--- src/rtl/pipe_stage_skid_if.sv ---
// Valid/ready handshake bundle carrying a data/address/control payload.
// The master drives the payload and valid; the slave drives ready.
interface pipe_stage_skid_if #(
    parameter int unsigned DATA_W = 32,
    parameter int unsigned ADDR_W = 4,
    parameter int unsigned CTRL_W = 4
);
    logic              valid;
    logic              ready;
    logic [DATA_W-1:0] data;
    logic [ADDR_W-1:0] addr;
    logic [CTRL_W-1:0] ctrl;

    modport master (
        output valid,
        output data,
        output addr,
        output ctrl,
        input  ready
    );

    modport slave (
        input  valid,
        input  data,
        input  addr,
        input  ctrl,
        output ready
    );
endinterface

--- src/rtl/pipe_stage_skid.sv ---
// Pipeline stage register with a 2-entry skid buffer, synchronous flush and
// control-bit masking so that a bubble never asserts a downstream enable.
module pipe_stage_skid #(
    parameter int unsigned DATA_W = 32,
    parameter int unsigned ADDR_W = 4,
    parameter int unsigned CTRL_W = 4
) (
    input  logic                clk,
    input  logic                reset,
    input  logic                flush,
    pipe_stage_skid_if.slave    in_bus,
    pipe_stage_skid_if.master   out_bus,
    output logic [1:0]          count
);

    typedef enum logic [1:0] {
        StEmpty = 2'd0,
        StOne   = 2'd1,
        StFull  = 2'd2
    } state_e;

    state_e            state_q;
    logic              main_valid_q;
    logic              in_ready_q;
    logic [1:0]        count_q;

    logic [DATA_W-1:0] main_data_q;
    logic [ADDR_W-1:0] main_addr_q;
    logic [CTRL_W-1:0] main_ctrl_q;

    logic [DATA_W-1:0] skid_data_q;
    logic [ADDR_W-1:0] skid_addr_q;
    logic [CTRL_W-1:0] skid_ctrl_q;

    logic              accept;
    logic              take;

    // in_ready comes straight from a flop, so out_ready never reaches it combinationally.
    assign accept = in_bus.valid & in_ready_q;
    assign take   = main_valid_q & out_bus.ready;

    always_ff @(posedge clk or negedge reset) begin
        if (!reset) begin
            state_q      <= StEmpty;
            main_valid_q <= 1'b0;
            in_ready_q   <= 1'b1;
            count_q      <= 2'd0;
            main_data_q  <= '0;
            main_addr_q  <= '0;
            main_ctrl_q  <= '0;
            skid_data_q  <= '0;
            skid_addr_q  <= '0;
            skid_ctrl_q  <= '0;
        end else if (flush) begin
            // Payloads keep stale contents; masking hides main_ctrl_q.
            state_q      <= StEmpty;
            main_valid_q <= 1'b0;
            in_ready_q   <= 1'b1;
            count_q      <= 2'd0;
        end else begin
            unique case (state_q)
                StEmpty: begin
                    if (accept) begin
                        main_data_q  <= in_bus.data;
                        main_addr_q  <= in_bus.addr;
                        main_ctrl_q  <= in_bus.ctrl;
                        main_valid_q <= 1'b1;
                        count_q      <= 2'd1;
                        state_q      <= StOne;
                    end
                end

                StOne: begin
                    if (accept && take) begin
                        main_data_q <= in_bus.data;
                        main_addr_q <= in_bus.addr;
                        main_ctrl_q <= in_bus.ctrl;
                    end else if (accept) begin
                        skid_data_q <= in_bus.data;
                        skid_addr_q <= in_bus.addr;
                        skid_ctrl_q <= in_bus.ctrl;
                        in_ready_q  <= 1'b0;
                        count_q     <= 2'd2;
                        state_q     <= StFull;
                    end else if (take) begin
                        main_valid_q <= 1'b0;
                        count_q      <= 2'd0;
                        state_q      <= StEmpty;
                    end
                end

                StFull: begin
                    // Upstream is stalled here, so only a downstream take moves state.
                    if (take) begin
                        main_data_q <= skid_data_q;
                        main_addr_q <= skid_addr_q;
                        main_ctrl_q <= skid_ctrl_q;
                        in_ready_q  <= 1'b1;
                        count_q     <= 2'd1;
                        state_q     <= StOne;
                    end
                end

                default: begin
                    state_q      <= StEmpty;
                    main_valid_q <= 1'b0;
                    in_ready_q   <= 1'b1;
                    count_q      <= 2'd0;
                end
            endcase
        end
    end

    assign in_bus.ready  = in_ready_q;
    assign out_bus.valid = main_valid_q;
    assign out_bus.data  = main_data_q;
    assign out_bus.addr  = main_addr_q;
    assign out_bus.ctrl  = main_ctrl_q & {CTRL_W{main_valid_q}};
    assign count         = count_q;

endmodule

--- src/flat_wrapper.sv ---
// flat-port wrapper written by rule: the top's interface ports become plain ports
module pipe_stage_skid_flat 
#(
    parameter int unsigned DATA_W = 32,
    parameter int unsigned ADDR_W = 4,
    parameter int unsigned CTRL_W = 4
)
  (clk, reset, flush, count, in_bus_valid, in_bus_data, in_bus_addr, in_bus_ctrl, in_bus_ready, out_bus_valid, out_bus_data, out_bus_addr, out_bus_ctrl, out_bus_ready);
  pipe_stage_skid_if #(.DATA_W(DATA_W), .ADDR_W(ADDR_W), .CTRL_W(CTRL_W)) in_bus_i ();
  pipe_stage_skid_if #(.DATA_W(DATA_W), .ADDR_W(ADDR_W), .CTRL_W(CTRL_W)) out_bus_i ();
  input  logic clk;
  input  logic reset;
  input  logic flush;
  output logic [1:0] count;
  input wire logic [$bits(in_bus_i.valid)-1:0] in_bus_valid;
  input wire logic [$bits(in_bus_i.data)-1:0] in_bus_data;
  input wire logic [$bits(in_bus_i.addr)-1:0] in_bus_addr;
  input wire logic [$bits(in_bus_i.ctrl)-1:0] in_bus_ctrl;
  output wire logic [$bits(in_bus_i.ready)-1:0] in_bus_ready;
  output wire logic [$bits(out_bus_i.valid)-1:0] out_bus_valid;
  output wire logic [$bits(out_bus_i.data)-1:0] out_bus_data;
  output wire logic [$bits(out_bus_i.addr)-1:0] out_bus_addr;
  output wire logic [$bits(out_bus_i.ctrl)-1:0] out_bus_ctrl;
  input wire logic [$bits(out_bus_i.ready)-1:0] out_bus_ready;
  assign in_bus_i.valid = in_bus_valid;
  assign in_bus_i.data = in_bus_data;
  assign in_bus_i.addr = in_bus_addr;
  assign in_bus_i.ctrl = in_bus_ctrl;
  assign in_bus_ready = in_bus_i.ready;
  assign out_bus_valid = out_bus_i.valid;
  assign out_bus_data = out_bus_i.data;
  assign out_bus_addr = out_bus_i.addr;
  assign out_bus_ctrl = out_bus_i.ctrl;
  assign out_bus_i.ready = out_bus_ready;
  pipe_stage_skid #(.DATA_W(DATA_W), .ADDR_W(ADDR_W), .CTRL_W(CTRL_W)) u_core (.clk(clk), .reset(reset), .flush(flush), .in_bus(in_bus_i), .out_bus(out_bus_i), .count(count));
endmodule
--- config.mk ---
export PLATFORM = sky130hd
export DESIGN_NAME = pipe_stage_skid_flat
export DESIGN_NICKNAME = d
export VERILOG_FILES = /design/src/rtl/pipe_stage_skid_if.sv /design/src/rtl/pipe_stage_skid.sv /design/src/flat_wrapper.sv
export SDC_FILE = /design/constraint.sdc
export NUM_CORES = 1
export LEC_CHECK = 0
export CORE_ASPECT_RATIO = 1.2
export CORE_MARGIN = 1
export CORE_UTILIZATION = 45
export CTS_CLUSTER_SIZE = 12
export DETAILED_ROUTE_END_ITERATION = 8
export PLACE_DENSITY = 0.84
export SLEW_MARGIN = 20
export SYNTH_ARGS = -nofsm -noshare
export SYNTH_HDL_FRONTEND = slang
export SYNTH_SLANG_ARGS = --single-unit
export TNS_END_PERCENT = 30
--- constraint.sdc ---
create_clock -name clk -period 1.4 [get_ports clk]
set_input_delay 0.14 -clock clk [delete_from_list [all_inputs] [get_ports clk]]
set_output_delay 0.14 -clock clk [all_outputs]
set_load 0.02 [all_outputs]
### After elaboration in Yosys (flattened, before gate mapping)

Index checks and enable logic that the tools add are counted.

* bits of input ports: 45
* flip-flop bits (word level): 84

* reductions and logical operators: 8
* multiplexer cells: 30
* bitwise logic cells: 5
* equality and inequality tests: 14

Operators by type and width (number)
* $mux W32: 3
* $pmux W32 S3: 1
* $mux W4: 6
* $pmux W4 S3: 2
* $mux W2: 6
* $ne A3 B2 Y1 const B: 4
* $reduce_and A4 Y1: 3
* $reduce_and A5 Y1: 2
* $mux W1: 9
* $ne A2 B1 Y1 const B: 3
* $ne A3 B3 Y1 const B: 2
* $pmux W1 S3: 2
* $pmux W2 S3: 1
* $and A4 B4 Y4: 1
* $ne A2 B2 Y1 const B: 2
* $ne A4 B2 Y1 const B: 1
* $reduce_bool A3 Y1: 1
* $and A1 B1 Y1: 2
* $eq A2 B1 Y1 const B: 1
* $eq A2 B2 Y1 const B: 1
* $logic_not A2 Y1: 1
* $not A1 Y1: 2
* $logic_and A1 B1 Y1: 1

### Logic depth before layout (Yosys ltp)

* depth in word-level cells: 6
* gate-level depth with buffers: 6

### Worst setup path after synthesis

No wires, ideal clock.

* path type: register to register
* start point: register u_core.state_q[0]
* end point: register u_core.main_ctrl_q[0]
* path buffers: 2
* slack: -188 ps
* stages on the path, launching flop included: 7
* clock period less this slack: 1588 ps
* arrival time: 1462 ps
* cell sequence: dfrtp_1 buf_6 and4bb_1 a211oi_4 or2_4 buf_6 o21ai_2

* cells in the longest elaborated chain, start to end: 3
* elaborated cells on any way between the ends: 9
* those cells by class: eq/ne: 5; mux: 1; reduce/logical: 3

RTL lines
* start: declaration: RTL line pipe_stage_skid.sv:22 `state_e state_q;`
* start signal: assignment: RTL line pipe_stage_skid.sv:44 `state_q <= StEmpty;`
* start signal: assignment: RTL line pipe_stage_skid.sv:56 `state_q <= StEmpty;`
* start signal: assignment: RTL line pipe_stage_skid.sv:69 `state_q <= StOne;`
* $eq A2 B2 Y1, or another cell as far along: RTL line pipe_stage_skid.sv:61 `unique case (state_q)`
* $ne A2 B1 Y1 (no source line) or $reduce_bool A3 Y1 (tied branches)
* $reduce_and A5 Y1 (no source line)
* end signal: assignment: RTL line pipe_stage_skid.sv:66 `main_ctrl_q <= in_bus.ctrl;`
* end signal: assignment: RTL line pipe_stage_skid.sv:77 `main_ctrl_q <= in_bus.ctrl;`
* end signal: assignment: RTL line pipe_stage_skid.sv:97 `main_ctrl_q <= skid_ctrl_q;`
* end: declaration: RTL line pipe_stage_skid.sv:29 `logic [CTRL_W-1:0] main_ctrl_q;`

Several ways; a longest one is shown, not always the timed one.
A chain may end at the register's enable or synchronous reset.

### Final worst setup path

* start point: register u_core.in_ready_q (netlist: u_core.in_bus.ready)
* end point: register u_core.main_data_q[18] (netlist: u_core.out_bus.data[18])

* cells in the longest elaborated chain, start to end: 4
* elaborated cells on any way between the ends: 5
* those cells by class: eq/ne: 2; bitwise: 1; reduce/logical: 2

RTL lines
* start: declaration: RTL line pipe_stage_skid.sv:24 `logic in_ready_q;`
* start signal: assignment: RTL line pipe_stage_skid.sv:46 `in_ready_q <= 1'b1;`
* start signal: assignment: RTL line pipe_stage_skid.sv:58 `in_ready_q <= 1'b1;`
* start signal: assignment: RTL line pipe_stage_skid.sv:82 `in_ready_q <= 1'b0;`
* $and A1 B1 Y1 *: RTL line pipe_stage_skid.sv:39 `assign accept = in_bus.valid & in_ready_q;`
* $logic_and A1 B1 Y1: RTL line pipe_stage_skid.sv:74 `if (accept && take) begin`
* $ne A2 B1 Y1 (no source line)
* $reduce_and A5 Y1 (no source line) *
* end signal: assignment: RTL line pipe_stage_skid.sv:64 `main_data_q <= in_bus.data;`
* end signal: assignment: RTL line pipe_stage_skid.sv:75 `main_data_q <= in_bus.data;`
* end signal: assignment: RTL line pipe_stage_skid.sv:95 `main_data_q <= skid_data_q;`
* end: declaration: RTL line pipe_stage_skid.sv:27 `logic [DATA_W-1:0] main_data_q;`

Mark *: on every way between the ends. The rest lies on a longest branch, timed or not.

==> qor.csv <==
metric,value,unit
worst path bufs/invs,1,
antenna cells,0,
status,"finished, violations left",
vias in the first global route,2758,
Synth cell types,34,
R2R depth,5,
Worst Hold Class,in -> async,
max-slew violations,0,
Initial DRC Count,87,
R2R Path End,u_core.out_bus.data[18]$_DFFE_PN0P_,
Worst EP arrival,1.84,ns
Post-DP HPWL,5610,um
crit path capture,u_core.out_bus.data[18]$_DFFE_PN0P_,
Layout Nets,439,
floorplan row count,36,
num ports,89,
start of the worst register-to-register path,u_core.in_bus.ready$_DFFE_PN1P_,
clk_lat worst skew,0.35,ns
Critical Path End Type,flop,
crit path max fanout,17,
vias per std cell,5.23,
"Largest delay share family, worst path",flip-flops,
Post-Route WL,7980,um
Worst Setup Path Type,reg -> reg,
core area,8200,sq um
CTS buffer count,9,
Power Total,0.00966,W
H-tree depth,3,
CTS Buffer Depth,2,
P&R area growth vs syn,33.9,%
IO buf count,88,
crit path cell chain,and3b_2 -> a211oi_4 -> or2_4 -> buf_12 -> o21ai_2,
CP Launch Point,u_core.in_bus.ready$_DFFE_PN1P_,
register area,2110,sq um
Ys Warns,0,
WP data required,1.67,ns
Post-Route Skew,0.00994,ns
Vias,2683,
fmax,0.640,GHz
failing checks,negative setup slack,
most frequent cells in the layout,"80 x dfrtp_1, 43 x clkdlybuf4s50_1, 40 x mux2i_1",
Starting Density,46.7,%
gr usage total,19.6,%
global-route wire length before repair,13300,um
Slew Limit Headroom,73.1,%
"Cell Area, Placed",4970,sq um
RSZ-0062 raised after global routing,true,
synthesized cell area,3830,sq um
drt wl/cell,15.6,um
maximum capacitance violations,0,
setup tns final,-9.40,ns
DR pass1 iterations,4,
mean post-synth cell area,12.9,sq um
sequential fraction of the synthesis area,54.9,%
FILL cells,677,
R2R Setup Slk,-0.16,ns
GP Congestion,0.759,
layout cell share with drive strength beyond 1,31.1,%
root buffer cell,clkbuf_8,
Setup crit start kind,flop,
clock-pin slew on the worst setup and hold paths,0.09,ns
die area,8890,sq um
global route total overflow,0,
Worst-Margin Slew,0.403,ns
largest net degree at the start of global routing,38,
# DRC,0,
"Net Count, Synth",341,
Die W,86.2,um
P per Cell Area,1880,nW/um^2
#FFs+latches synth,84,
CTS sink cnt,84,
Syn Inst Count,296,
period utilisation layout,112,%
WP depth,5,
initial antenna violation count,0,
Period minus WS final,1.56,ns
"Slowest-stage cell, CP",dfstp_2,
"most common cell after layout, fill and taps aside",dfrtp_1,
Multi-input gate area,1600,sq um
"EDFF count, synth",0,
die height,103,um
largest stage delay on the critical path,0.55,ns
Finished Cell Area,5130,sq um
ys async rst share,100,%
CTS tree,done,
LEAKAGE,2.20,nW
Final ANT Viol Nets,0,
Final Hold Fails,0,
Synth Flop Type,dfrtp_1,
Peak VDD IR,942,uV
final setup fails,80,
PnR worst setup slack,-0.163,ns
## worst min-delay path by stage
stage	to	from	depth (start not counted)	slack, ns
2_1_floorplan	u_core.main_ctrl_q[0]$_DFFE_PN0P_	reset	0	-0.16
6_report	u_core.main_ctrl_q[1]$_DFFE_PN0P_	reset	2	0.28
4_1_cts	u_core.main_ctrl_q[1]$_DFFE_PN0P_	reset	2	0.28
5_1_grt	u_core.main_ctrl_q[1]$_DFFE_PN0P_	reset	2	0.30
3_5_place_dp	u_core.main_ctrl_q[1]$_DFFE_PN0P_	reset	1	0.10
3_3_place_gp	u_core.main_ctrl_q[1]$_DFFE_PN0P_	reset	1	0.10
## per-stage QoR
stage | hold slack [ns] | instances | setup slack (ns) | utilization (%)
final | 0.277 | 513 | -0.163 | 62.6
after global routing | 0.300 | 513 | -0.238 | 62.6
after CTS | 0.281 | 513 | -0.166 | 62.5
after detailed placement | 0.102 | 496 | -0.394 | 60.7
after global placement | 0.102 | 496 | -0.368 | 60.7
after floorplan | -0.156 | 296 | -0.148 | -
## layer usage
layer,vias up,track usage [%],wire length (um)
met5,-,0,0
met4,0,7.31,123
met3,10,4.00,378
met2,83,33.8,4080
met1,1328,24.4,3400
li1,1262,-,-
## synthesized netlist by cell type, types with 4 or more instances
library cell  count  area, sq um
dfrtp_1          83         2080
o21ai_2          31          272
buf_4             4         30.0
o21ai_0          40          200
and2_1            4         25.0
mux2_2           36          405
o21ai_1           9         45.0
buf_2             8         40.0
mux2i_1          40          400
clkbuf_1          5         18.8
nor2_1            4         15.0
buf_6             5         56.3
## state kept, by name, summed over array words and instances, names as in the netlist
name / count
u_core.main_ctrl_q: 4
u_core.out_bus.valid: 1
u_core.skid_addr_q: 4
u_core.skid_data_q: 32
u_core.state_q: 2
u_core.out_bus.data: 32
u_core.out_bus.addr: 4
u_core.in_bus.ready: 1
u_core.skid_ctrl_q: 4
## kinds of logic (layout without fill, tap and decap cells)
group	Yosys count	in the layout	share of synthesized area, %
AO/OA/AOI/OAI	88	88	15.2
flip-flops	84	84	54.9
XOR/XNOR	1	1	0.229
multiplexers	80	80	22.4
buffers and inverters	24	127	3.98
AND/OR/NAND/NOR	19	19	3.33
## timing repair
action / 4_1_cts / 5_1_grt
gates resized for setup: 64 / 4
hold endpoints to repair: 29 / 0
setup buffers: 0 / 0
setup endpoints to repair: 124 / 83
hold buffers: 1 / 0
pin swaps: 11 / 3
## power by group
part	internal, W	switching (W)
Clock	0.000844	0.000902
Combinational	0.00180	0.00195
Sequential	0.00359	0.000577
Total	0.00623	0.00343
## final cells by class
cell class	count	share of cell area, %
Clock buffer	10	2.49
Clock inverter	6	1.41
Inverter	2	0.146
Multi-Input combinational cell	188	31.2
Sequential cell	84	41.1
Tap cell	114	2.78
Timing Repair Buffer	109	21.0
No activity file was read; power rests on OpenSTA's default activity.
